File: config.mk
export PLATFORM = sky130hd
export DESIGN_NAME = trng_health_ctrl_flat
export DESIGN_NICKNAME = d
export VERILOG_FILES = /design/src/rtl/trng_health_if.sv /design/src/rtl/trng_health_ctrl.sv /design/src/flat_wrapper.sv
export SDC_FILE = /design/constraint.sdc
export NUM_CORES = 1
export LEC_CHECK = 0
export ABC_AREA = 1
export BUFFER_PORTS_ARGS = -buffer_cell sky130_fd_sc_hd__buf_2
export CAP_MARGIN = 20
export CORE_MARGIN = 3
export CORE_UTILIZATION = 60
export CTS_CLUSTER_DIAMETER = 80
export DETAILED_ROUTE_END_ITERATION = 12
export GPL_TIMING_DRIVEN = 1
export PLACE_DENSITY = 0.81
export RECOVER_POWER = 25
export REMOVE_ABC_BUFFERS = 1
export SLEW_MARGIN = 20
export SYNTH_ARGS = -nofsm -noshare
export SYNTH_HDL_FRONTEND = slang
export SYNTH_SLANG_ARGS = --single-unit
File: constraint.sdc
create_clock -name i_clk -period 3.41 [get_ports i_clk]
set_input_delay 0.682 -clock i_clk [delete_from_list [all_inputs] [get_ports i_clk]]
set_output_delay 0.682 -clock i_clk [all_outputs]
set_load 0.03 [all_outputs]
File: src/rtl/trng_health_if.sv
`default_nettype none
// trng_health_if: source, sink and alarm signals of trng_health_ctrl.
// Revision 1.0
interface trng_health_if;
  logic       i_trng_valid;
  logic [7:0] i_trng_dat;
  logic       o_trng_read;
  logic [7:0] o_dat;
  logic       o_valid;
  logic       i_ready;
  logic       i_clear_alarm;
  logic       o_alarm;
  logic [1:0] o_fail_cause;
  logic [1:0] o_state;

  modport slave (
    input  i_trng_valid, i_trng_dat, i_ready, i_clear_alarm,
    output o_trng_read, o_dat, o_valid, o_alarm, o_fail_cause, o_state
  );

  modport master (
    output i_trng_valid, i_trng_dat, i_ready, i_clear_alarm,
    input  o_trng_read, o_dat, o_valid, o_alarm, o_fail_cause, o_state
  );
endinterface
`default_nettype wire

File: src/rtl/trng_health_ctrl.sv
`default_nettype none
// trng_health_ctrl: warm-up guard, RCT/APT online health tests, one-entry output stage.
// Revision 1.0
module trng_health_ctrl #(
  parameter int GUARD_CYCLES = 128,
  parameter int REP_CUTOFF   = 4,
  parameter int APT_WINDOW   = 512,
  parameter int APT_CUTOFF   = 13
) (
  input  logic         i_clk,
  input  logic         i_reset,
  trng_health_if.slave bus
);
  localparam int GW = $clog2(GUARD_CYCLES + 1);
  localparam int RW = $clog2(REP_CUTOFF + 1);
  localparam int IW = $clog2(APT_WINDOW);
  localparam int AW = $clog2(APT_CUTOFF + 1);

  localparam logic [GW-1:0] GUARD_LAST = GW'(GUARD_CYCLES - 1);
  localparam logic [RW-1:0] REP_MAX    = RW'(REP_CUTOFF);
  localparam logic [AW-1:0] APT_MAX    = AW'(APT_CUTOFF);
  localparam logic [IW-1:0] IDX_LAST   = IW'(APT_WINDOW - 1);

  typedef enum logic [1:0] {
    WARMUP = 2'd0,
    RUN    = 2'd1,
    ALARM  = 2'd2
  } state_t;

  state_t        state;
  state_t        state_next;
  logic [GW-1:0] guard_cnt;
  logic          hist_valid;
  logic [7:0]    last_byte;
  logic [RW-1:0] rep_cnt;
  logic [IW-1:0] apt_idx;
  logic [7:0]    ref_byte;
  logic [AW-1:0] apt_cnt;
  logic [7:0]    dat_r;
  logic          valid_r;
  logic [1:0]    cause_r;

  logic          take;
  logic          read;
  logic [7:0]    byte_in;
  logic [RW-1:0] rep_new;
  logic [AW-1:0] apt_new;
  logic          rct_fail;
  logic          apt_fail;

  assign byte_in = bus.i_trng_dat;
  assign take    = (state == RUN) && bus.i_trng_valid && (!valid_r || bus.i_ready);

  // Both tests look at history as it stood before this byte.
  always_comb begin
    rep_new = RW'(1);
    if (hist_valid && (byte_in == last_byte))
      rep_new = (rep_cnt == REP_MAX) ? REP_MAX : rep_cnt + RW'(1);
    apt_new = apt_cnt;
    if (apt_idx == '0)
      apt_new = AW'(1);
    else if ((byte_in == ref_byte) && (apt_cnt != APT_MAX))
      apt_new = apt_cnt + AW'(1);
  end

  assign rct_fail = (rep_new == REP_MAX);
  assign apt_fail = (apt_new == APT_MAX);

  always_ff @(posedge i_clk) begin
    if (i_reset) state <= WARMUP;
    else         state <= state_next;
  end

  always_comb begin
    state_next = state;
    read       = 1'b0;
    case (state)
      WARMUP: begin
        read = bus.i_trng_valid;
        if (guard_cnt == GUARD_LAST) state_next = RUN;
      end
      RUN: begin
        read = take;
        if (take && (rct_fail || apt_fail)) state_next = ALARM;
      end
      ALARM: begin
        if (bus.i_clear_alarm) state_next = WARMUP;
      end
      default: state_next = WARMUP;
    endcase
  end

  always_ff @(posedge i_clk) begin
    if (i_reset) begin
      guard_cnt  <= '0;
      hist_valid <= 1'b0;
      last_byte  <= '0;
      rep_cnt    <= '0;
      apt_idx    <= '0;
      ref_byte   <= '0;
      apt_cnt    <= '0;
      dat_r      <= '0;
      valid_r    <= 1'b0;
      cause_r    <= '0;
    end else begin
      case (state)
        WARMUP: guard_cnt <= guard_cnt + GW'(1);
        RUN: begin
          if (take) begin
            hist_valid <= 1'b1;
            last_byte  <= byte_in;
            rep_cnt    <= rep_new;
            apt_cnt    <= apt_new;
            if (apt_idx == '0) ref_byte <= byte_in;
            apt_idx <= (apt_idx == IDX_LAST) ? '0 : apt_idx + IW'(1);
            if (rct_fail || apt_fail) begin
              valid_r <= 1'b0;
              cause_r <= {apt_fail, rct_fail};
            end else begin
              dat_r   <= byte_in;
              valid_r <= 1'b1;
            end
          end else if (valid_r && bus.i_ready) begin
            valid_r <= 1'b0;
          end
        end
        ALARM: begin
          if (bus.i_clear_alarm) begin
            guard_cnt  <= '0;
            hist_valid <= 1'b0;
            rep_cnt    <= '0;
            apt_idx    <= '0;
            apt_cnt    <= '0;
            cause_r    <= '0;
          end
        end
        default: ;
      endcase
    end
  end

  assign bus.o_trng_read  = read;
  assign bus.o_dat        = dat_r;
  assign bus.o_valid      = valid_r;
  assign bus.o_alarm      = (state == ALARM);
  assign bus.o_fail_cause = cause_r;
  assign bus.o_state      = state;
endmodule
`default_nettype wire

File: src/flat_wrapper.sv
// flat-port wrapper written by rule: the top's interface ports become plain ports
module trng_health_ctrl_flat 
#(
  parameter int GUARD_CYCLES = 128,
  parameter int REP_CUTOFF   = 4,
  parameter int APT_WINDOW   = 512,
  parameter int APT_CUTOFF   = 13
)
  (i_clk, i_reset, bus_i_trng_valid, bus_i_trng_dat, bus_i_ready, bus_i_clear_alarm, bus_o_trng_read, bus_o_dat, bus_o_valid, bus_o_alarm, bus_o_fail_cause, bus_o_state);
  trng_health_if bus_i ();
  input  logic i_clk;
  input  logic i_reset;
  input wire logic [$bits(bus_i.i_trng_valid)-1:0] bus_i_trng_valid;
  input wire logic [$bits(bus_i.i_trng_dat)-1:0] bus_i_trng_dat;
  input wire logic [$bits(bus_i.i_ready)-1:0] bus_i_ready;
  input wire logic [$bits(bus_i.i_clear_alarm)-1:0] bus_i_clear_alarm;
  output wire logic [$bits(bus_i.o_trng_read)-1:0] bus_o_trng_read;
  output wire logic [$bits(bus_i.o_dat)-1:0] bus_o_dat;
  output wire logic [$bits(bus_i.o_valid)-1:0] bus_o_valid;
  output wire logic [$bits(bus_i.o_alarm)-1:0] bus_o_alarm;
  output wire logic [$bits(bus_i.o_fail_cause)-1:0] bus_o_fail_cause;
  output wire logic [$bits(bus_i.o_state)-1:0] bus_o_state;
  assign bus_i.i_trng_valid = bus_i_trng_valid;
  assign bus_i.i_trng_dat = bus_i_trng_dat;
  assign bus_i.i_ready = bus_i_ready;
  assign bus_i.i_clear_alarm = bus_i_clear_alarm;
  assign bus_o_trng_read = bus_i.o_trng_read;
  assign bus_o_dat = bus_i.o_dat;
  assign bus_o_valid = bus_i.o_valid;
  assign bus_o_alarm = bus_i.o_alarm;
  assign bus_o_fail_cause = bus_i.o_fail_cause;
  assign bus_o_state = bus_i.o_state;
  trng_health_ctrl #(.GUARD_CYCLES(GUARD_CYCLES), .REP_CUTOFF(REP_CUTOFF), .APT_WINDOW(APT_WINDOW), .APT_CUTOFF(APT_CUTOFF)) u_core (.i_clk(i_clk), .i_reset(i_reset), .bus(bus_i));
endmodule
==> results of run 1 <==
## sequential cells by signal, indices dropped and copies added (netlist names), 3 cells and up
register / flops
u_core.guard_cnt: 8
u_core.apt_idx: 9
u_core.bus.o_dat: 8
u_core.last_byte: 8
u_core.ref_byte: 8
u_core.apt_cnt: 4
u_core.rep_cnt: 3
## Yosys cell counts (2+ instances only)
cell type  instances  area (µm²)
nor3_1             8       40.04
dfxtp_1           54        1081
nand2_1           88       330.3
a21oi_2            9       78.83
xnor2_1            5       43.79
ha_1               8       100.1
a211oi_1          12       90.09
clkbuf_1           7       26.28
nor2_1            30       112.6
nand4_1           14       87.58
a21oi_1           33       165.2
inv_1             41       153.9
a221oi_1           3       26.28
o21ai_0           17       85.08
buf_1              2       7.510
nor2_2             2       12.51
xor2_1             2       17.52
buf_2              2       10.01
or2_1              2       12.51
inv_2              6       22.52
nand3_1           20       100.1
nand3_2            3       30.03
nand2_2           11       68.82
## final timing paths
kind,from,endpoint,cells past startpoint
max,i_reset,u_core.ref_byte[2],3
min reg2reg,u_core.bus.o_fail_cause[1],u_core.bus.o_fail_cause[1],2
max reg2reg,u_core.apt_cnt[1],u_core.bus.o_dat[2],14
min,u_core.bus.o_fail_cause[1],u_core.bus.o_fail_cause[1],2
## worst min-delay path, cell delays in order (launching register included)
cell     delay, ps
dfxtp_1        320
nand2_1         60
a21oi_1         50
## routing by layer
| layer | GRT usage | vias up |
|---|---|---|
| li1 | - | 1346 |
| met1 | 0.2902 | 1174 |
| met2 | 0.4195 | 56 |
| met3 | 0.04005 | 8 |
| met4 | 0.06126 | 0 |
| met5 | 0 | - |
## cell type report
cell class | count | area, µm² | share of cell area
multi-input cells | 277 | 1509 | 0.4914
inverters | 49 | 192.7 | 0.06275
repair buffers | 30 | 146.4 | 0.04768
clock buffers | 7 | 76.32 | 0.02486
well taps | 52 | 65.06 | 0.02119
flip-flops and latches | 54 | 1081 | 0.3521
## per-stage QoR
step / area (µm²) / setup slack [ps] / cells
floorplan: 2783 / 1163 / 380
global placement: 3005 / 1127 / 462
detailed placement: 3005 / 1089 / 462
CTS: 3082 / 1055 / 469
global route: 3070 / 897.7 / 469
finish: 3070 / 1078 / 469
## logic make-up after synthesis
group	share of synthesized area
AOI/OAI and AO/OA	0.1673
DFF	0.3825
xor gates and xnor gates	0.02169
buffers and inverters	0.08367
adders and majority gates	0.03542
and+or+nand+nor	0.3094
## where the power goes
group / leakage (µW) / internal, µW / switching (µW)
clock: 0.0000383 / 142 / 199
sequential: 0.000436 / 647 / 12.7
combinational: 0.000719 / 43.0 / 92.7
==> run summary, run 1 <==
number of nets still failing antenna checks after routing: 0
Clock Skew: 9.509 ps
Worst Hold Slack: 467.3 ps
Final period util: 0.6838
root buffer selected by CTS: clkbuf_8
Detail Route met3 WL: 268 µm
highest-count cells in the layout ignoring fill and taps: nand2_1 (88), dfxtp_1 (54), inv_1 (41)
number of endpoints failing setup at the final stage: 0
final slew viol count: 0
Total Routing Usage GR: 0.2340
proportion of register bits with asynchronous set or reset after synthesis: 0
stage delay of the slowest cell on the critical path: 940 ps
wire length of the first global-routing pass: 10.33 mm
maximum count of clock buffers along a single path: 2
cell seen most often among critical-path stages: clkbuf_1
Initial Util: 0.6360
quantity of I/O buffers inserted on ports: 27
die outline width: 74.64 µm
RSZ-0062 raised after global routing: no
number of buffers added by the clock tree synthesis step: 5
post-detail-place hpwl: 4.443 mm
Post-CTS Setup Inserts: 0
met1 layer wirelength in the final routing: 2.771 mm
total of cells resized after clock tree synthesis: 0
largest fanout on the critical path: 24
number of antenna violations at the first check in global routing: 0
series of cell instances along the critical path: clkbuf_1, clkbuf_1, nor3_1
largest voltage drop on the vdd net: 0.2390 mV
crit path launch type: primary input
Core Area: 0.004444 mm²
most common cell after layout, fill and taps aside: nand2_1
CP max-delay cell: clkbuf_1
category of the critical setup timing path: primary input to register
Die Height: 74.64 µm
die area: 0.005570 mm²
class of the most critical hold timing path: register to register
kind of cell adding the most delay to the critical path: buffers and inverters
number of flops mapped to enable cells by yosys: 0
minimum clock period: 2332 ps
share of the core filled with cells in the final layout: 0.6909
Least-Margin Pin Slew: 1189 ps
count of clock tree sinks: 54
final hold vios: 0
cell area after synthesis: 0.002826 mm²
Skew-Pair Late Insertion Delay: 310 ps
Worst Path Buf+Inv: 2
Layout area overhead: 8.632%
fraction of layout cells with a size suffix above 1: 0.1583
TritonCTS clock tree: built
Avg Vias per Cell: 5.510
H-tree level count: 2
most used flip-flop cell after synthesis: dfxtp_1
critical path capture point type: register
detailed-route DRC error count: 0
total length of routed wires: 6.044 mm
Setup TNS: 0 ps
top metal layer carrying routed signals: met4
antenna cell count: 0
first drt pass iteration count: 4
Design Power: 1136 µW
Seq/Total Area, Yosys: 0.3825
maximum clock frequency: 428.9 MHz
maximum number of pins on one net before global-route repair: 25
count of pins on the block boundary: 28
RePlAce Congestion: 0.8714
overall overflow remaining after global route: 0
Arrival @ worst endpoint: 2480 ps
count of cell types in the netlist: 35
clock transition at the register clock pins on the worst setup and hold paths after CTS: 90 ps
Critical Path RT: 3560 ps
count of yosys warnings during synthesis: 0
Final nets: 438
Filler cells: 383
cell leakage power: 0.001193 µW
flop2flop setup slack: 1420 ps
Vias: 2,584
number of rows created at floorplan: 24
status: finished, final reports clean
routed length on met2: 2.926 mm
Seq cells post-synth: 54
cell count after synthesis: 391
starting DRC count in detailed routing: 108
Slew HR: 0.2072
mean area per synthesized cell: 7.229 µm²
average detailed-routed wire length per instance: 12.89 µm
number of maximum-capacitance constraint violations: 0
number of buffers inserted for hold repair after clock tree synthesis: 0
via count of the first global-routing pass: 2,446
pwr dens: 370.0 mW/mm²
No activity file was read; power rests on OpenSTA's default activity.
==> run 2: changes to the inputs <==
Settings changed: ABC_AREA 1 to 0, CORE_UTILIZATION 60 to 53, PLACE_DENSITY 0.81 to 0.75.
Clock period 3.41 ns to 2.03 ns, I/O delays scaled along.
==> run 2 against run 1 <==
The run now ends with negative setup slack left. Power up 60%. Sequential cell count unchanged. Via count is 14% higher. Wire length is 33% higher. Global-route usage rose by 1.5 points. Clock skew is 6.9 ps higher. Final cell count grew 8.5%. Critical path type is now register to register. Highest routed layer unchanged.
==> run summary, run 2 <==
status: complete, but fails checks (was finished, final reports clean)
failing checks: negative setup slack
number of buffers inserted for hold repair after clock tree synthesis: 0 (unchanged)
final hold vios: 0 (unchanged)
H-tree level count: 2 (unchanged)
count of yosys warnings during synthesis: 0 (unchanged)
Initial Util: 0.5607 (was 0.6360)
area share of the largest cell type after synthesis: 0.3681 (was 0.3825)
class of the most critical hold timing path: primary input to register (was register to register)
leading post-synthesis cells by cell area: dfxtp_1 (37%), a21oi_1 (7.5%), nand2_1 (5.8%) (was dfxtp_1 (38%), nand2_1 (12%), a21oi_1 (5.8%))
maximum number of pins on one net before global-route repair: 31 (was 25)
post-detail-place hpwl: 5.021 mm (was 4.443 mm)
Worst Hold Slack: 391.3 ps (was 467.3 ps)
Clock Skew: 16.43 ps (was 9.509 ps)
Least-Margin Pin Slew: 592.5 ps (was 1189 ps)
number of antenna violations at the first check in global routing: 0 (unchanged)
maximum count of clock buffers along a single path: 2 (unchanged)
minimum clock period: 2182 ps
stage delay of the slowest cell on the critical path: 470 ps (was 940 ps)
Avg Vias per Cell: 5.788 (was 5.510)
RSZ-0062 raised after global routing: yes (was no)
register with the highest flop count: u_core.apt_idx (unchanged)
Final nets: 459 (was 438)
number of nets still failing antenna checks after routing: 0 (unchanged)
series of cell instances along the critical path: xnor2_2, nand4_1, o41ai_4, o2111ai_4, buf_6, or3b_4, o311ai_4 (was clkbuf_1, clkbuf_1, nor3_1)
flop2flop setup slack: -150 ps (was 1420 ps)
final slew viol count: 0 (unchanged)
highest-count cells in the layout ignoring fill and taps: dfxtp_1 (47), buf_4 (45), nand2_1 (44), a21oi_1 (44), nor2_1 (32) (was nand2_1 (88), dfxtp_1 (54), inv_1 (41))
count of cell types in the netlist: 47 (was 35)
cell area after synthesis: 0.002937 mm² (was 0.002826 mm²)
smallest setup slack after layout: -151.7 ps (was 1078 ps)
post-synthesis adder-cell area fraction: 0.03409 (was 0.03541)
share of the core filled with cells in the final layout: 0.7336 (was 0.6909)
area of combinational cells with multiple inputs: 0.001969 mm² (was 0.001509 mm²)
total internal power: 1364 µW (was 831.8 µW)
die area: 0.006470 mm² (was 0.005570 mm²)
clock transition at the register clock pins on the worst setup and hold paths after CTS: 110 ps (was 90 ps)
pwr dens: 474.4 mW/mm² (was 370.0 mW/mm²)
Seq/Total Area, Yosys: 0.3681 (was 0.3825)
fraction of power spent switching nets: 0.2515 (was 0.2678)
number of flops mapped to enable cells by yosys: 0 (unchanged)
area of all placed cells without fillers: 0.003842 mm² (was 0.003070 mm²)
Hold Startpoint: bus_i_ready (was u_core.bus.o_fail_cause[1])
Die Height: 80.44 µm (was 74.64 µm)
simple-gate share of the synthesized area: 0.3000 (was 0.3094)
Setup TNS: -1315 ps (was 0 ps)
Critical Path RT: 2260 ps (was 3560 ps)
Arrival @ worst endpoint: 2410 ps (was 2480 ps)
critical path capture point type: register (unchanged)
CP max-delay cell: o41ai_4 (was clkbuf_1)
total length of routed wires: 8.062 mm (was 6.044 mm)
hold depth: 4 (was 2)
count of pins on the block boundary: 28 (unchanged)
cell count after synthesis: 369 (was 391)
number of endpoints failing setup at the final stage: 11 (was 0)
root buffer selected by CTS: clkbuf_8 (unchanged)
Filler cells: 379 (was 383)
Synth area leader: dfxtp_1 (unchanged)
depth of the worst register-to-register path: 7 (was 14)
RePlAce Congestion: 0.7931 (was 0.8714)
wire length of the first global-routing pass: 12.65 mm (was 10.33 mm)
Final period util: 1.075
first drt pass iteration count: 4 (unchanged)
detailed-route DRC error count: 0 (unchanged)
quantity of I/O buffers inserted on ports: 27 (unchanged)
Largest register FFs: 9 (unchanged)
average detailed-routed wire length per instance: 15.84 µm (was 12.89 µm)
Layout area overhead: 30.85% (was 8.632%)
overall overflow remaining after global route: 0 (unchanged)
most used flip-flop cell after synthesis: dfxtp_1 (unchanged)
post-synthesis xor/xnor area fraction: 0.04772 (was 0.02169)
startpoint of the worst register-to-register path: u_core.ref_byte[6] (was u_core.apt_cnt[1])
number of maximum-capacitance constraint violations: 0 (unchanged)
antenna cell count: 0 (unchanged)
TritonCTS clock tree: built (unchanged)
Total Routing Usage GR: 0.2494 (was 0.2340)
kind of cell adding the most delay to the critical path: compound AO/OA/AOI/OAI gates (was buffers and inverters)
clock network power share: 0.351 (was 0.300)
starting DRC count in detailed routing: 237 (was 108)
Reg power frac: 0.585 (was 0.580)
endpoint of the worst register-to-register path: u_core.bus.o_dat[4] (was u_core.bus.o_dat[2])
largest fanout on the critical path: 6 (was 24)
cell leakage power: 0.001412 µW (was 0.001193 µW)
count of clock tree sinks: 54 (unchanged)
combinational family with the most area after synthesis: simple AND/OR/NAND/NOR gates (unchanged)
Worst Path Buf+Inv: 1 (was 2)
most common cell after layout, fill and taps aside: dfxtp_1 (was nand2_1)
largest voltage drop on the vdd net: 0.4173 mV (was 0.2390 mV)
Design Power: 1823 µW (was 1136 µW)
number of buffers added by the clock tree synthesis step: 5 (unchanged)
proportion of register bits with asynchronous set or reset after synthesis: 0 (unchanged)
Skew-Pair Late Insertion Delay: 330 ps (was 310 ps)
Vias: 2,946 (was 2,584)
Seq cells post-synth: 54 (unchanged)
area of placed instances: 0.003363 mm² (was 0.003005 mm²)
end point of the worst hold path: u_core.bus.o_valid (was u_core.bus.o_fail_cause[1])
category of the critical setup timing path: register to register (was primary input to register)
number of rows created at floorplan: 26 (was 24)
Core Area: 0.005238 mm² (was 0.004444 mm²)
share of the synthesized area in compound gates (AO/OA/AOI/OAI): 0.1930 (was 0.1673)
Synth top cells by count: dfxtp_1 (54), nand2_1 (45), a21oi_1 (44) (was nand2_1 (88), dfxtp_1 (54), inv_1 (41))
die outline width: 80.44 µm (was 74.64 µm)
part of the total power dissipated in combinational logic: 0.064 (was 0.119)
multiplexer share of the synthesized area: 0.01790 (was 0)
via count of the first global-routing pass: 2,733 (was 2,446)
top-count cell post-synth: dfxtp_1 (was nand2_1)
mean area per synthesized cell: 7.958 µm² (was 7.229 µm²)
area taken by flip-flops and latches: 0.001092 mm² (was 0.001081 mm²)
fraction of layout cells with a size suffix above 1: 0.2802 (was 0.1583)
Net Switching: 458.3 µW (was 304.2 µW)
crit path launch type: register (was primary input)
Slew HR: 0.6042 (was 0.2072)
maximum clock frequency: 458.4 MHz
-- run 2: changes by cell type after synthesis, sizes merged, moves of 6 or more --
cell	before	now
nand3	24	14
nand4	15	5
clkbuf	7	14
o311ai	0	9
nand2	100	45
xnor2	5	16
nand3b	1	14
nor2b	0	13
or3b	0	9
inv	48	7
and3	0	6
a211oi	12	0
-- run 2: timing repair --
action / 4_1_cts / 5_1_grt
cloned: 2 / 1
setup endpoints to repair: 17 / 21
setup buffers: 9 / 7
pin swaps: 11 / 14
resized for setup: 22 / 36
-- run 2: worst max-delay path by stage --
stage	startpoint	endpoint	slack (ps)	cells after the start
2_1_floorplan	u_core.bus.o_state[0]	u_core.bus.o_fail_cause[1]	-960	6
6_report	u_core.ref_byte[6]	u_core.bus.o_dat[4]	-150	7
4_1_cts	u_core.apt_cnt[1]	u_core.bus.o_dat[7]	-60	9
3_5_place_dp	bus_i_trng_dat[6]	u_core.bus.o_dat[0]	-320	8
5_1_grt	u_core.ref_byte[6]	u_core.bus.o_fail_cause[0]	-250	7
3_3_place_gp	bus_i_trng_dat[7]	u_core.bus.o_fail_cause[1]	-250	8
-- run 2: cell families after synthesis --
kind of cell / Yosys count
compound gates: 94
xor+xnor: 16
fa+ha+maj: 8
buf+inv: 28
flops: 54
mux: 4
simple gates: 165
-- run 2: area by class of cell --
class | instances | share of cell area
clock buffer | 5 | 0.01791
clock inverter | 3 | 0.006513
inverter | 7 | 0.006838
multi-input combinational | 288 | 0.5125
sequential | 54 | 0.2843
tap | 70 | 0.02279
timing repair buffer | 82 | 0.1491
-- run 2: through the flow --
stage	instances	setup WS, ps
global placement	482	-246.3
floorplan	348	-956.1
detailed placement	482	-321.9
finish	509	-151.7
CTS	501	-60.93
global route	509	-253.4
-- run 2: power by group through the flow --
stage / clock network [µW] / registers, µW / logic [µW]
finish: 640 / 1070 / 116
CTS: 656 / 1070 / 113
detailed placement: 0 / 1090 / 108
floorplan: 0 / 1090 / 37.7
global route: 692 / 1070 / 127
global placement: 0 / 1090 / 108
-- run 2: worst reg2reg max path: stages (launching register included) --
cell and delay (ps):
dfxtp_2 350, xnor2_2 140, nand4_1 270, o41ai_4 470, o2111ai_4 210, buf_6 180, or3b_4 400, o311ai_4 80
-- run 2: layer usage --
| layer | GRT usage | vias up | wire [µm] |
|---|---|---|---|
| met1 | 0.3099 | 1395 | 3516 |
| met4 | 0.08615 | 0 | 129 |
| li1 | - | 1449 | - |
| met5 | 0 | - | 0 |
| met2 | 0.4272 | 87 | 3960 |
| met3 | 0.05045 | 15 | 456 |
==> run 3: changes to the inputs <==
Settings changed: CORE_UTILIZATION 53 to 59, PLACE_DENSITY 0.75 to 0.79.
Clock period 2.03 ns to 2.3 ns, I/O delays scaled along.
==> run 3 against run 2 <==
Sequential power is 12% lower. The flow now finishes without violations. Core utilization is 2.4 points lower. Count of clock-buffer cells in the layout stayed put. Sequential cell count stayed put. Critical path type unchanged. Power is 15% lower. Maximum frequency is 0.16% higher. First-iteration DRC count is 28% lower. Design area is 12% lower. Die area is 9.4% lower. Global-route usage is 1.2 points lower. Highest routed layer unchanged.
==> run summary, run 3 (synthesis results as in run 2) <==
crit path launch type: register (unchanged)
Total Routing Usage GR: 0.2374 (was 0.2494)
number of nets still failing antenna checks after routing: 0 (unchanged)
die outline width: 76.55 µm (was 80.44 µm)
Net Switching: 361.2 µW (was 458.3 µW)
worst slack after detailed placement: -141.8 ps (was -321.9 ps)
root buffer selected by CTS: clkbuf_8 (unchanged)
Filler cells: 410 (was 379)
most common cell after layout, fill and taps aside: dfxtp_1 (unchanged)
average detailed-routed wire length per instance: 14.32 µm (was 15.84 µm)
number of placed cells counting well taps: 468 (was 482)
routed length on met2: 3.287 mm (was 3.960 mm)
Final period util: 0.9471 (was 1.075)
top metal layer carrying routed signals: met4 (unchanged)
category of the critical setup timing path: register to register (unchanged)
number of rows created at floorplan: 25 (was 26)
part of the total power dissipated in combinational logic: 0.062 (was 0.064)
kind of cell adding the most delay to the critical path: simple AND/OR/NAND/NOR gates (was compound AO/OA/AOI/OAI gates)
TritonCTS clock tree: built (unchanged)
via count of the first global-routing pass: 2,534 (was 2,733)
Largest register FFs: 9 (unchanged)
fraction of layout cells with a size suffix above 1: 0.1540 (was 0.2802)
Initial Util: 0.6176 (was 0.5607)
count of pins on the block boundary: 28 (unchanged)
Reg power frac: 0.609 (was 0.585)
register with the highest flop count: u_core.apt_idx (unchanged)
Avg Vias per Cell: 5.815 (was 5.788)
class of the most critical hold timing path: primary input to register (unchanged)
H-tree level count: 2 (unchanged)
Least-Margin Pin Slew: 657.8 ps (was 592.5 ps)
largest fanout on the critical path: 7 (was 6)
critical path capture point type: register (unchanged)
total length of routed wires: 6.817 mm (was 8.062 mm)
antenna cell count: 0 (unchanged)
number of endpoints failing setup at the final stage: 0 (was 11)
Core Area: 0.004755 mm² (was 0.005238 mm²)
RePlAce Congestion: 0.8366 (was 0.7931)
final slew viol count: 0 (unchanged)
detailed-route DRC error count: 0 (unchanged)
maximum count of clock buffers along a single path: 2 (unchanged)
number of maximum-capacitance constraint violations: 0 (unchanged)
fraction of power spent switching nets: 0.2333 (was 0.2515)
overall overflow remaining after global route: 0 (unchanged)
die area: 0.005860 mm² (was 0.006470 mm²)
met1 layer wirelength in the final routing: 3.124 mm (was 3.516 mm)
series of cell instances along the critical path: ha_1, nand2_1, nand4_1, or4_1, o2111ai_1, nor2_2, buf_4, o311ai_1 (was xnor2_2, nand4_1, o41ai_4, o2111ai_4, buf_6, or3b_4, o311ai_4)
count of clock tree sinks: 54 (unchanged)
Final nets: 430 (was 459)
maximum number of pins on one net before global-route repair: 40 (was 31)
highest-count cells in the layout ignoring fill and taps: dfxtp_1 (51), nand2_1 (45), a21oi_1 (44) (was dfxtp_1 (47), buf_4 (45), nand2_1 (44), a21oi_1 (44), nor2_1 (32))
CP max-delay cell: or4_1 (was o41ai_4)
Vias: 2,768 (was 2,946)
minimum clock period: 2178 ps (was 2182 ps)
Arrival @ worst endpoint: 2390 ps (was 2410 ps)
cell leakage power: 0.001201 µW (was 0.001412 µW)
largest voltage drop on the vdd net: 0.3021 mV (was 0.4173 mV)
wire length of the first global-routing pass: 11.54 mm (was 12.65 mm)
Detail Route met3 WL: 324 µm (was 456 µm)
Critical Path RT: 2510 ps (was 2260 ps)
first drt pass iteration count: 4 (unchanged)
quantity of I/O buffers inserted on ports: 27 (unchanged)
Layout area overhead: 14.91% (was 30.85%)
total internal power: 1187 µW (was 1364 µW)
Clock Skew: 10.66 ps (was 16.43 ps)
Skew-Pair Late Insertion Delay: 310 ps (was 330 ps)
Die Height: 76.55 µm (was 80.44 µm)
number of cells in the finished layout apart from fillers: 476 (was 509)
post-detail-place hpwl: 4.731 mm (was 5.021 mm)
pwr dens: 458.9 mW/mm² (was 474.4 mW/mm²)
Slew HR: 0.5615 (was 0.6042)
smallest setup slack after layout: 121.7 ps (was -151.7 ps)
number of buffers added by the clock tree synthesis step: 5 (unchanged)
Worst Path Buf+Inv: 1 (unchanged)
starting DRC count in detailed routing: 171 (was 237)
stage delay of the slowest cell on the critical path: 470 ps (about the same)
final hold vios: 0 (unchanged)
maximum clock frequency: 459.1 MHz (was 458.4 MHz)
status: finished, final reports clean (was complete, but fails checks)
clock transition at the register clock pins on the worst setup and hold paths after CTS: 90 ps (was 110 ps)
number of antenna violations at the first check in global routing: 0 (unchanged)
clock network power share: 0.329 (was 0.351)
## run 3: cell types whose count changed in the layout (fill, tap and decap cells not counted), moves of 4 or more
cell / delta
buf_4: -22
dfxtp_1: +4
ha_1: +4
o311ai_2: -4
o311ai_1: +7
buf_6: -7
## run 3: metrics by stage
stage	area, µm²	utilization	TNS, ps	hold slack, ps	total power, µW
after floorplan	2848	-	-10130	442.8	996.9
after CTS	3356	0.7058	0	440.2	1556
after global routing	3374	0.7097	-57.67	463.6	1606
after detailed placement	3277	0.6892	-1027	460.2	1058
after global placement	3277	0.6892	-578.9	455.1	1057
final	3374	0.7097	0	443.5	1548
## run 3: tightest hold or removal path, delay by kind of cell
family,cells,cell delay [ps]
compound gates,1,60
simple gates,2,90
buf+inv,1,90
## run 3: area by class of cell
cell class | instances | area (µm²) | share of cell area
Sequential cell | 54 | 1085 | 0.3215
Tap cell | 67 | 83.83 | 0.02484
Clock buffer | 5 | 68.82 | 0.02039
Timing Repair Buffer | 54 | 332.8 | 0.09863
Inverter | 7 | 26.28 | 0.007786
Clock inverter | 2 | 10.01 | 0.002966
Multi-Input combinational cell | 287 | 1768 | 0.5239
## run 3: final timing paths
check | start | endpoint | slack (ps) | cells after the start
max | u_core.apt_cnt[0] | u_core.bus.o_dat[4] | 120 | 8
min | bus_i_ready | u_core.bus.o_valid | 440 | 4
max reg2reg | u_core.apt_cnt[0] | u_core.bus.o_dat[4] | 120 | 8
min reg2reg | u_core.ref_byte[7] | u_core.ref_byte[7] | 470 | 2
## run 3: metal layers
layer,up-vias,track usage
li1,1389,-
met1,1311,0.3182
met2,61,0.3963
met3,7,0.04374
met4,0,0.05616
met5,-,0
## run 3: repair_timing
action	in CTS	in global routing
endpoints found under the setup margin	0	16
resized for setup	0	9
buffers inserted	0	1
hold buffers	0	0
## run 3: power by group through the flow
stage / clock network (µW) / logic [µW] / registers (µW)
floorplan: 0 / 33.3 / 964
global placement: 0 / 92.9 / 964
detailed placement: 0 / 93.8 / 964
CTS: 520 / 94.0 / 942
global route: 557 / 106 / 943
finish: 510 / 96.4 / 942
